## src/rtl/calc_scheduler.sv

```systemverilog
// calc_scheduler: round-robin arbiter and launch sequencer for the watchdog calculation core.
// Port 0 is the pin-driven parameter loader, port 1 the periodic self-check source. A granted
// job is launched with latched operands, the core busy handshake is tracked, and completion is
// reported with the owner ID.
// Optional feature: define SCHED_TIMEOUT_EN to enable the ACK/RUN watchdog counters, done_err
// and err_sticky. Without it the scheduler waits on the core indefinitely and errors read 0.
module calc_scheduler #(
    parameter int unsigned W              = 32,
    parameter int unsigned ACK_WAIT       = 4,
    parameter int unsigned TIMEOUT_CYCLES = 1024
) (
    input  logic                clk_i,
    input  logic                rst_ni,
    input  logic                ena_i,
    input  logic                req0_i,
    input  logic                req1_i,
    input  logic signed [W-1:0] a0_0_i,
    input  logic signed [W-1:0] a1_0_i,
    input  logic signed [W-1:0] a0_1_i,
    input  logic signed [W-1:0] a1_1_i,
    output logic                gnt0_o,
    output logic                gnt1_o,
    output logic                core_start_o,
    output logic signed [W-1:0] core_a0_o,
    output logic signed [W-1:0] core_a1_o,
    input  logic                core_busy_i,
    output logic                done_o,
    output logic                done_id_o,
    output logic                done_err_o,
    output logic                err_sticky_o,
    input  logic                err_clr_i
);

    typedef enum logic [2:0] {
        StIdle,
        StLaunch,
        StAck,
        StRun,
        StDone
    } state_e;

    state_e              state_q;
    logic                start_q;
    logic                gnt0_q;
    logic                gnt1_q;
    logic                done_q;
    logic                done_id_q;
    logic                done_err_q;
    logic                err_sticky_q;
    logic                owner_q;
    logic                last_grant_q;
    logic signed [W-1:0] core_a0_q;
    logic signed [W-1:0] core_a1_q;
    logic                req_any;
    logic                grant_sel;

`ifdef SCHED_TIMEOUT_EN
    localparam int unsigned     CntW    = $clog2(TIMEOUT_CYCLES + 1);
    localparam logic [CntW-1:0] AckLast = CntW'(ACK_WAIT - 1);
    localparam logic [CntW-1:0] RunLast = CntW'(TIMEOUT_CYCLES - 1);
    localparam logic [CntW-1:0] CntMax  = '1;

    logic [CntW-1:0] cnt_q;
    logic [CntW-1:0] cnt_inc;

    // Saturating increment of the handshake watchdog counter.
    always_comb begin
        cnt_inc = (cnt_q == CntMax) ? cnt_q : cnt_q + CntW'(1);
    end
`else
    // Without watchdogs the timing limits and the error clear have no effect.
    localparam int unsigned unused_cfg = ACK_WAIT + TIMEOUT_CYCLES;
    logic unused_err_clr;
    assign unused_err_clr = err_clr_i;
`endif

    // Round-robin pick: a lone request wins; on a tie the port not granted last wins.
    always_comb begin
        req_any = req0_i | req1_i;
        if (req0_i && req1_i) begin
            grant_sel = ~last_grant_q;
        end else begin
            grant_sel = req1_i;
        end
    end

    // Sequencer FSM with registered pulses; ena_i low freezes every register.
    always_ff @(posedge clk_i) begin
        if (!rst_ni) begin
            state_q      <= StIdle;
            start_q      <= 1'b0;
            gnt0_q       <= 1'b0;
            gnt1_q       <= 1'b0;
            done_q       <= 1'b0;
            done_id_q    <= 1'b0;
            done_err_q   <= 1'b0;
            err_sticky_q <= 1'b0;
            owner_q      <= 1'b0;
            last_grant_q <= 1'b1;
            core_a0_q    <= '0;
            core_a1_q    <= '0;
`ifdef SCHED_TIMEOUT_EN
            cnt_q        <= '0;
`endif
        end else if (ena_i) begin
            start_q <= 1'b0;
            gnt0_q  <= 1'b0;
            gnt1_q  <= 1'b0;
            done_q  <= 1'b0;
`ifdef SCHED_TIMEOUT_EN
            // A timeout set later in this block overrides a simultaneous clear.
            if (err_clr_i) begin
                err_sticky_q <= 1'b0;
            end
`endif
            case (state_q)
                StIdle: begin
                    if (!core_busy_i && req_any) begin
                        core_a0_q    <= grant_sel ? a0_1_i : a0_0_i;
                        core_a1_q    <= grant_sel ? a1_1_i : a1_0_i;
                        owner_q      <= grant_sel;
                        last_grant_q <= grant_sel;
                        start_q      <= 1'b1;
                        gnt0_q       <= ~grant_sel;
                        gnt1_q       <= grant_sel;
                        state_q      <= StLaunch;
                    end
                end
                StLaunch: begin
`ifdef SCHED_TIMEOUT_EN
                    cnt_q <= '0;
`endif
                    state_q <= StAck;
                end
                StAck: begin
                    if (core_busy_i) begin
`ifdef SCHED_TIMEOUT_EN
                        cnt_q <= '0;
`endif
                        state_q <= StRun;
                    end
`ifdef SCHED_TIMEOUT_EN
                    else if (cnt_q >= AckLast) begin
                        err_sticky_q <= 1'b1;
                        done_q       <= 1'b1;
                        done_id_q    <= owner_q;
                        done_err_q   <= 1'b1;
                        state_q      <= StDone;
                    end else begin
                        cnt_q <= cnt_inc;
                    end
`endif
                end
                StRun: begin
                    if (!core_busy_i) begin
                        done_q     <= 1'b1;
                        done_id_q  <= owner_q;
                        done_err_q <= 1'b0;
                        state_q    <= StDone;
                    end
`ifdef SCHED_TIMEOUT_EN
                    else if (cnt_q >= RunLast) begin
                        err_sticky_q <= 1'b1;
                        done_q       <= 1'b1;
                        done_id_q    <= owner_q;
                        done_err_q   <= 1'b1;
                        state_q      <= StDone;
                    end else begin
                        cnt_q <= cnt_inc;
                    end
`endif
                end
                StDone: begin
                    state_q <= StIdle;
                end
                default: begin
                    state_q <= StIdle;
                end
            endcase
        end
    end

    // Pulses held through a freeze are masked until ena_i returns.
    assign core_start_o = start_q & ena_i;
    assign gnt0_o       = gnt0_q & ena_i;
    assign gnt1_o       = gnt1_q & ena_i;
    assign done_o       = done_q & ena_i;
    assign done_id_o    = done_id_q;
    assign done_err_o   = done_err_q;
    assign err_sticky_o = err_sticky_q;
    assign core_a0_o    = core_a0_q;
    assign core_a1_o    = core_a1_q;

endmodule

```

## config.mk

```make
export PLATFORM = sky130hd
export DESIGN_NAME = calc_scheduler
export DESIGN_NICKNAME = d
export VERILOG_FILES = /design/src/rtl/calc_scheduler.sv
export SDC_FILE = /design/constraint.sdc
export NUM_CORES = 1
export LEC_CHECK = 0
export ABC_AREA = 1
export CORE_MARGIN = 2
export CORE_UTILIZATION = 34
export DETAILED_ROUTE_END_ITERATION = 8
export PLACE_DENSITY = 0.73
export SLEW_MARGIN = 10
export SYNTH_ARGS = -nofsm -noshare
export SYNTH_HDL_FRONTEND = slang
export SYNTH_SLANG_ARGS = --single-unit
```

## constraint.sdc

```tcl
create_clock -name clk_i -period 1.4 [get_ports clk_i]
set_input_delay 0.28 -clock clk_i [delete_from_list [all_inputs] [get_ports clk_i]]
set_output_delay 0.28 -clock clk_i [all_outputs]
set_load 0.01 [all_outputs]
```

==> flow_summary.ini, run 1 <==
[outcome]
status = finished clean

[setup_path]
crit_path_end_kind = output pin
crit_type = reg -> out
path_max_fanout = 2
cp-start-kind = flop
worstPathArrival_ps = 1060
rr_worst_depth = 8
required_ps = 1120

[die]
die_area_um2 = 11400
pin_count = 206
coreArea_um2 = 10300
initial_core_util = 0.349
die_height_um = 107
rows = 37
die_w_um = 107

[logic_synthesis]
seq_area_frac_synth = 0.413
synth-async-reset-ratio = 0
synth-seq-cells = 74
synth_area_per_cell_um2 = 6.40
synth-edff-count = 0
synth.most_common_cell = nand2_1
synth_warnings = 0
synth_common_cells = nand2_1, dfxtp_1, a21oi_1, buf_2
synth_top_area_frac = 0.413
syn_area_um2 = 3590
synth.distinct_cells = 21
synthFlopType = dfxtp_1
synthTopCellsByArea = dfxtp_1, nand2_1, a21oi_1, a21oi_2, buf_2
postSynthCellCount = 561
synth_area_leader_cell = dfxtp_1

[hold_path]
whs_path_depth = 5
hp-class = in -> reg

[clock_tree]
ctsHoldBuffers = 0
clock_path_buffers = 2
cts.sinks = 74
h-tree-depth = 3
cts_tree = yes
cts_buffers = 9
cts_root_buffer = clkbuf_8
clk_pin_slew_ps = 70
clkLatencyLatePin_ps = 330

[detailed_routing]
drtPass1Iterations = 5
via_per_inst = 4.63
wl_um = 12100
wire_per_inst_um = 13.4
drc = 0
first_iter_violations = 163
final_antenna_net_count = 0
dr_total_vias = 4164

[place]
routabilityCongestion = 0.791
placed_cell_area_um2 = 5800
placedCellCount = 878
port_buffers = 202
hpwl_um = 8450

[final_layout]
drive_gt1_frac = 0.0942
layoutNonFillerInstCount = 900
seq_area_um2 = 1480
post-route-util = 0.597
design_area_um2 = 6130
diodes = 0
syn_to_final_growth_pct = 70.9
final_nets = 894
nFillCells = 995
multi_input_area_um2 = 1840

[grt]
grt_max_degree = 50
grtUsageTotal = 0.193
antenna_found_initial = 0
grt_overflow = 0
grt_pass1_vias = 3978
grt_pass1_wl_um = 17900

[pwr]
leakage_nw = 2.91
ir_worst_vdd_mv = 0.596
power.density_nw_per_um2 = 895
p_total_w = 0.00548

[timing]
hold_ws_ps = 461
max_clock_freq_mhz = 744
fin_skew_ps = 5.70
final_hold_viol_count = 0
final_max_slew_viol_count = 0
min_period_ps = 1340
setup_viol = 0
post-route-period-util = 0.960

[run]
cap_violations = 0
==> registers in the layout (all words and copies together), names as in the netlist <==
name          flops
owner_q           1
state_q           3
start_q           1
gnt1_q            1
done_id_o         1
core_a1_o        32
core_a0_o        32
last_grant_q      1
done_q            1
gnt0_q            1
==> area by class of cell <==
class / instances / share of cell area
tap: 136 / 0.0278
timing repair buffer: 224 / 0.381
sequential: 74 / 0.242
clock buffer: 12 / 0.0269
multi-input combinational: 437 / 0.301
clock inverter: 4 / 0.0118
inverter: 13 / 0.0104
==> where the power goes <==
group	switching, W	internal (W)	leakage [nW]
clock network	0.000771	0.00115	0.119
logic	0.000606	0.000705	2.18
registers	0.0000515	0.00220	0.602
==> path summary, 6_finish.rpt <==
check / start / endpoint / slack [ps]
worst min-delay path: core_busy_i / done_id_o$_SDFFE_PN0P_ / 460
worst min register to register: core_a1_o[15]$_SDFFE_PN0P_ / core_a1_o[15]$_SDFFE_PN0P_ / 460
worst max register to register: state_q[2]$_SDFFE_PN0P_ / owner_q$_SDFFE_PN0P_ / 100
worst max-delay path: gnt1_q$_SDFFE_PN0P_ / gnt1_o / 60
==> critical path, stage by stage, from the launching register on <==
cell and delay, ps:
dfxtp_1 350, nand2_1 70, inv_1 60, dlygate4sd2_1 260
==> cells by family after synthesis <==
group	after synthesis	share of synthesized area
simple gates	359	0.390
compound gates	76	0.116
flops	74	0.413
buf+inv	51	0.0795
other cells	1	0.00105
==> cells in the final DEF (no fill, tap or decap), types with 3 or more instances in the layout <==
master,netlist,layout
inv_1,9,7
nand2_1,335,333
buf_4,6,6
clkdlybuf4s50_1,0,129
nand2_2,10,11
dlygate4sd2_1,0,68
clkbuf_16,0,5
dfxtp_1,74,73
clkbuf_8,0,12
nor2_1,4,4
buf_12,0,9
inv_2,3,4
a21oi_2,10,11
a21oi_1,65,64
nand3_1,6,6
dlymetal6s2s_1,0,3
==> repair_timing <==
item	CTS	global route
setup buffers	0	1
cloned	0	5
endpoints found under the setup margin	73	69
pin swaps	0	2
gates resized for setup	71	18
==> through the flow <==
step	setup slack, ps	setup TNS (ps)
finish	55.7	0
global route	-1.27	-2.27
CTS	10.8	0
detailed placement	-431	-24140
global placement	-374	-21090
floorplan	185	0
==> metal layers <==
metal	routed length [um]	track usage
met1	4860	0.214
met5	0	0
met3	641	0.0432
met2	6230	0.355
met4	356	0.0742
(Power assumes the default switching activity.)
==> run 2: changes to the inputs <==
CORE_UTILIZATION = 38   (was 34)
PLACE_DENSITY = 0.8   (was 0.73)
==> run 2 against run 1 <==
  * Register-to-register slack worse by 30 ps
  * Combinational power is 3% lower
  * Final area is 1.2% lower
  * First-iteration DRC count is 47% lower
  * Maximum frequency is 0.78% higher
  * Count of clock-buffer cells in the layout stayed put
  * Die area is 10% lower
  * Utilization is 6.2 points higher
  * Power is 1.8% higher
  * Via count is 1.9% lower
  * Worst setup slack better by 10 ps
  * Sequential share of layout area is 0.27 points higher
  * Highest routed layer unchanged
==> flow_summary.ini, run 2 (synthesized netlist as in run 1, its figures left out) <==
[place]
placedCellCount = 854
hpwl_um = 8380
pre_cts_ws_ps = -404
routabilityCongestion = 0.826
placed_cell_area_um2 = 5770
port_buffers = 202

[clock_tree]
cts_root_buffer = clkbuf_8
clk_pin_slew_ps = 70
ctsHoldBuffers = 0
cts_buffers = 9
h-tree-depth = 3
post_cts_buffers = 0
clkLatencyLatePin_ps = 340
clock_path_buffers = 2
cts.sinks = 74
cts_tree = yes

[setup_path]
worst_path_max_delay_cell = clkdlybuf4s50_1
timing.rr.start = state_q[1]$_SDFFE_PN0P_
crit_type = in -> reg
cp-start-kind = input pin
rr_worst_depth = 8
crit_path_end_kind = flop
crit_path_end = owner_q$_SDFFE_PN0P_
critPathBufInv = 4
crit_path_cell_trace = clkdlybuf4s50_1 -> inv_1 -> o21ai_2 -> nor2_2 -> nand2_4 -> clkinv_8 -> buf_12 -> nand2_1 -> a21oi_1
cp-startpoint = core_busy_i
ff2ff_setup_slack_ps = 70
required_ps = 1670
worstPathArrival_ps = 1610
crit_family = buffers and inverters
path_max_fanout = 10
reg2reg_to = last_grant_q$_SDFFE_PN1P_
cp.depth = 9
cpPeakStageDelay_ps = 440

[timing]
rsz0062_at_grt = yes
fin_skew_ps = 5.79
setup_ws_ps = 66.1
final_hold_viol_count = 0
max_clock_freq_mhz = 750
final_max_slew_viol_count = 0
hold_ws_ps = 462
min_period_ps = 1330
setup_viol = 0
tns_ps = 0
post-route-period-util = 0.953

[grt]
grt_max_degree = 44
grt_pass1_wl_um = 17300
antenna_found_initial = 0
grt_pass1_vias = 3878
grtUsageTotal = 0.209
grt_overflow = 0

[detailed_routing]
wire_per_inst_um = 12.8
wl_um = 11200
drc = 0
first_iter_violations = 87
via_per_inst = 4.68
dr_total_vias = 4083
drtPass1Iterations = 4
final_antenna_net_count = 0

[run]
cap_violations = 0

[pwr]
ir_worst_vdd_mv = 0.568
power.density_nw_per_um2 = 922
leakage_nw = 2.87

[final_layout]
diodes = 0
layout_commonest_cell = nand2_1
final_cell_mix = nand2_1, clkdlybuf4s50_1, dfxtp_1, dlygate4sd2_1, a21oi_1
design_area_um2 = 6060
layoutNonFillerInstCount = 873
drive_gt1_frac = 0.0879
final_nets = 892
syn_to_final_growth_pct = 68.8

[die]
rows = 35
die_height_um = 101
coreArea_um2 = 9200
die_area_um2 = 10200
pin_count = 206
die_w_um = 101
initial_core_util = 0.390

[hold_path]
hp-class = reg -> reg
hold_start = core_a1_o[25]$_SDFFE_PN0P_

[outcome]
status = finished clean
-- run 2: cell types whose count changed in the layout (fill, tap and decap cells not counted), sizes merged --
| cell | before | now |
|---|---|---|
| bufinv | 2 | 3 |
| dlymetal6s2s | 3 | 1 |
| clkbuf | 17 | 16 |
| inv | 13 | 12 |
| dlygate4sd2 | 68 | 69 |
| clkdlybuf4s50 | 129 | 131 |
| clkdlybuf4s15 | 2 | 0 |
-- run 2: per-stage QoR --
step / total power (W) / util
after floorplan: 0.00287 / -
after global placement: 0.00356 / 0.628
after detailed placement: 0.00359 / 0.628
after CTS: 0.00556 / 0.646
after global routing: 0.00584 / 0.659
final: 0.00558 / 0.659
-- run 2: tightest hold or removal path: stages, from the launching register on --
cell	delay, ps
dfxtp_1	310
nand2_1	60
a21oi_1	50
-- run 2: how the worst min path moves through the flow --
stage,endpoint,slack (ps),cells after the start
floorplan,last_grant_q$_SDFFE_PN1P_,360,1
global placement,core_a1_o[6]$_SDFFE_PN0P_,450,2
detailed placement,core_a1_o[31]$_SDFFE_PN0P_,450,2
CTS,core_a1_o[6]$_SDFFE_PN0P_,460,2
global route,core_a1_o[4]$_SDFFE_PN0P_,480,2
finish,core_a1_o[25]$_SDFFE_PN0P_,460,2
-- run 2: layer usage --
layer / up-vias / routed length [um] / GRT usage / part of all wire
li1: 2112 / - / - / -
met4: 0 / 270 / 0.0759 / 0.024
met2: 139 / 5610 / 0.371 / 0.50
met3: 28 / 782 / 0.0718 / 0.070
met1: 1804 / 4510 / 0.232 / 0.40
met5: - / 0 / 0 / 0
-- run 2: final cells by class --
class	instances	area, um^2
fill	811	3140
clock inverter	4	97.6
multi-input combinational	437	1840
inverter	13	63.8
clock buffer	12	155
tap	111	139
timing repair buffer	222	2280
sequential	74	1480
-- run 2: report_power, final --
| group | leakage, nW | switching [W] | internal [W] |
|---|---|---|---|
| Sequential | 0.602 | 0.0000502 | 0.00220 |
| Combinational | 2.15 | 0.000580 | 0.000691 |
| Clock | 0.123 | 0.000777 | 0.00128 |
| Total | 2.87 | 0.00141 | 0.00418 |
-- run 2: timing repair --
action	in CTS	in global routing
endpoints found under the setup margin	71	49
resized for setup	70	16
gates cloned	0	3
pin swaps	0	1
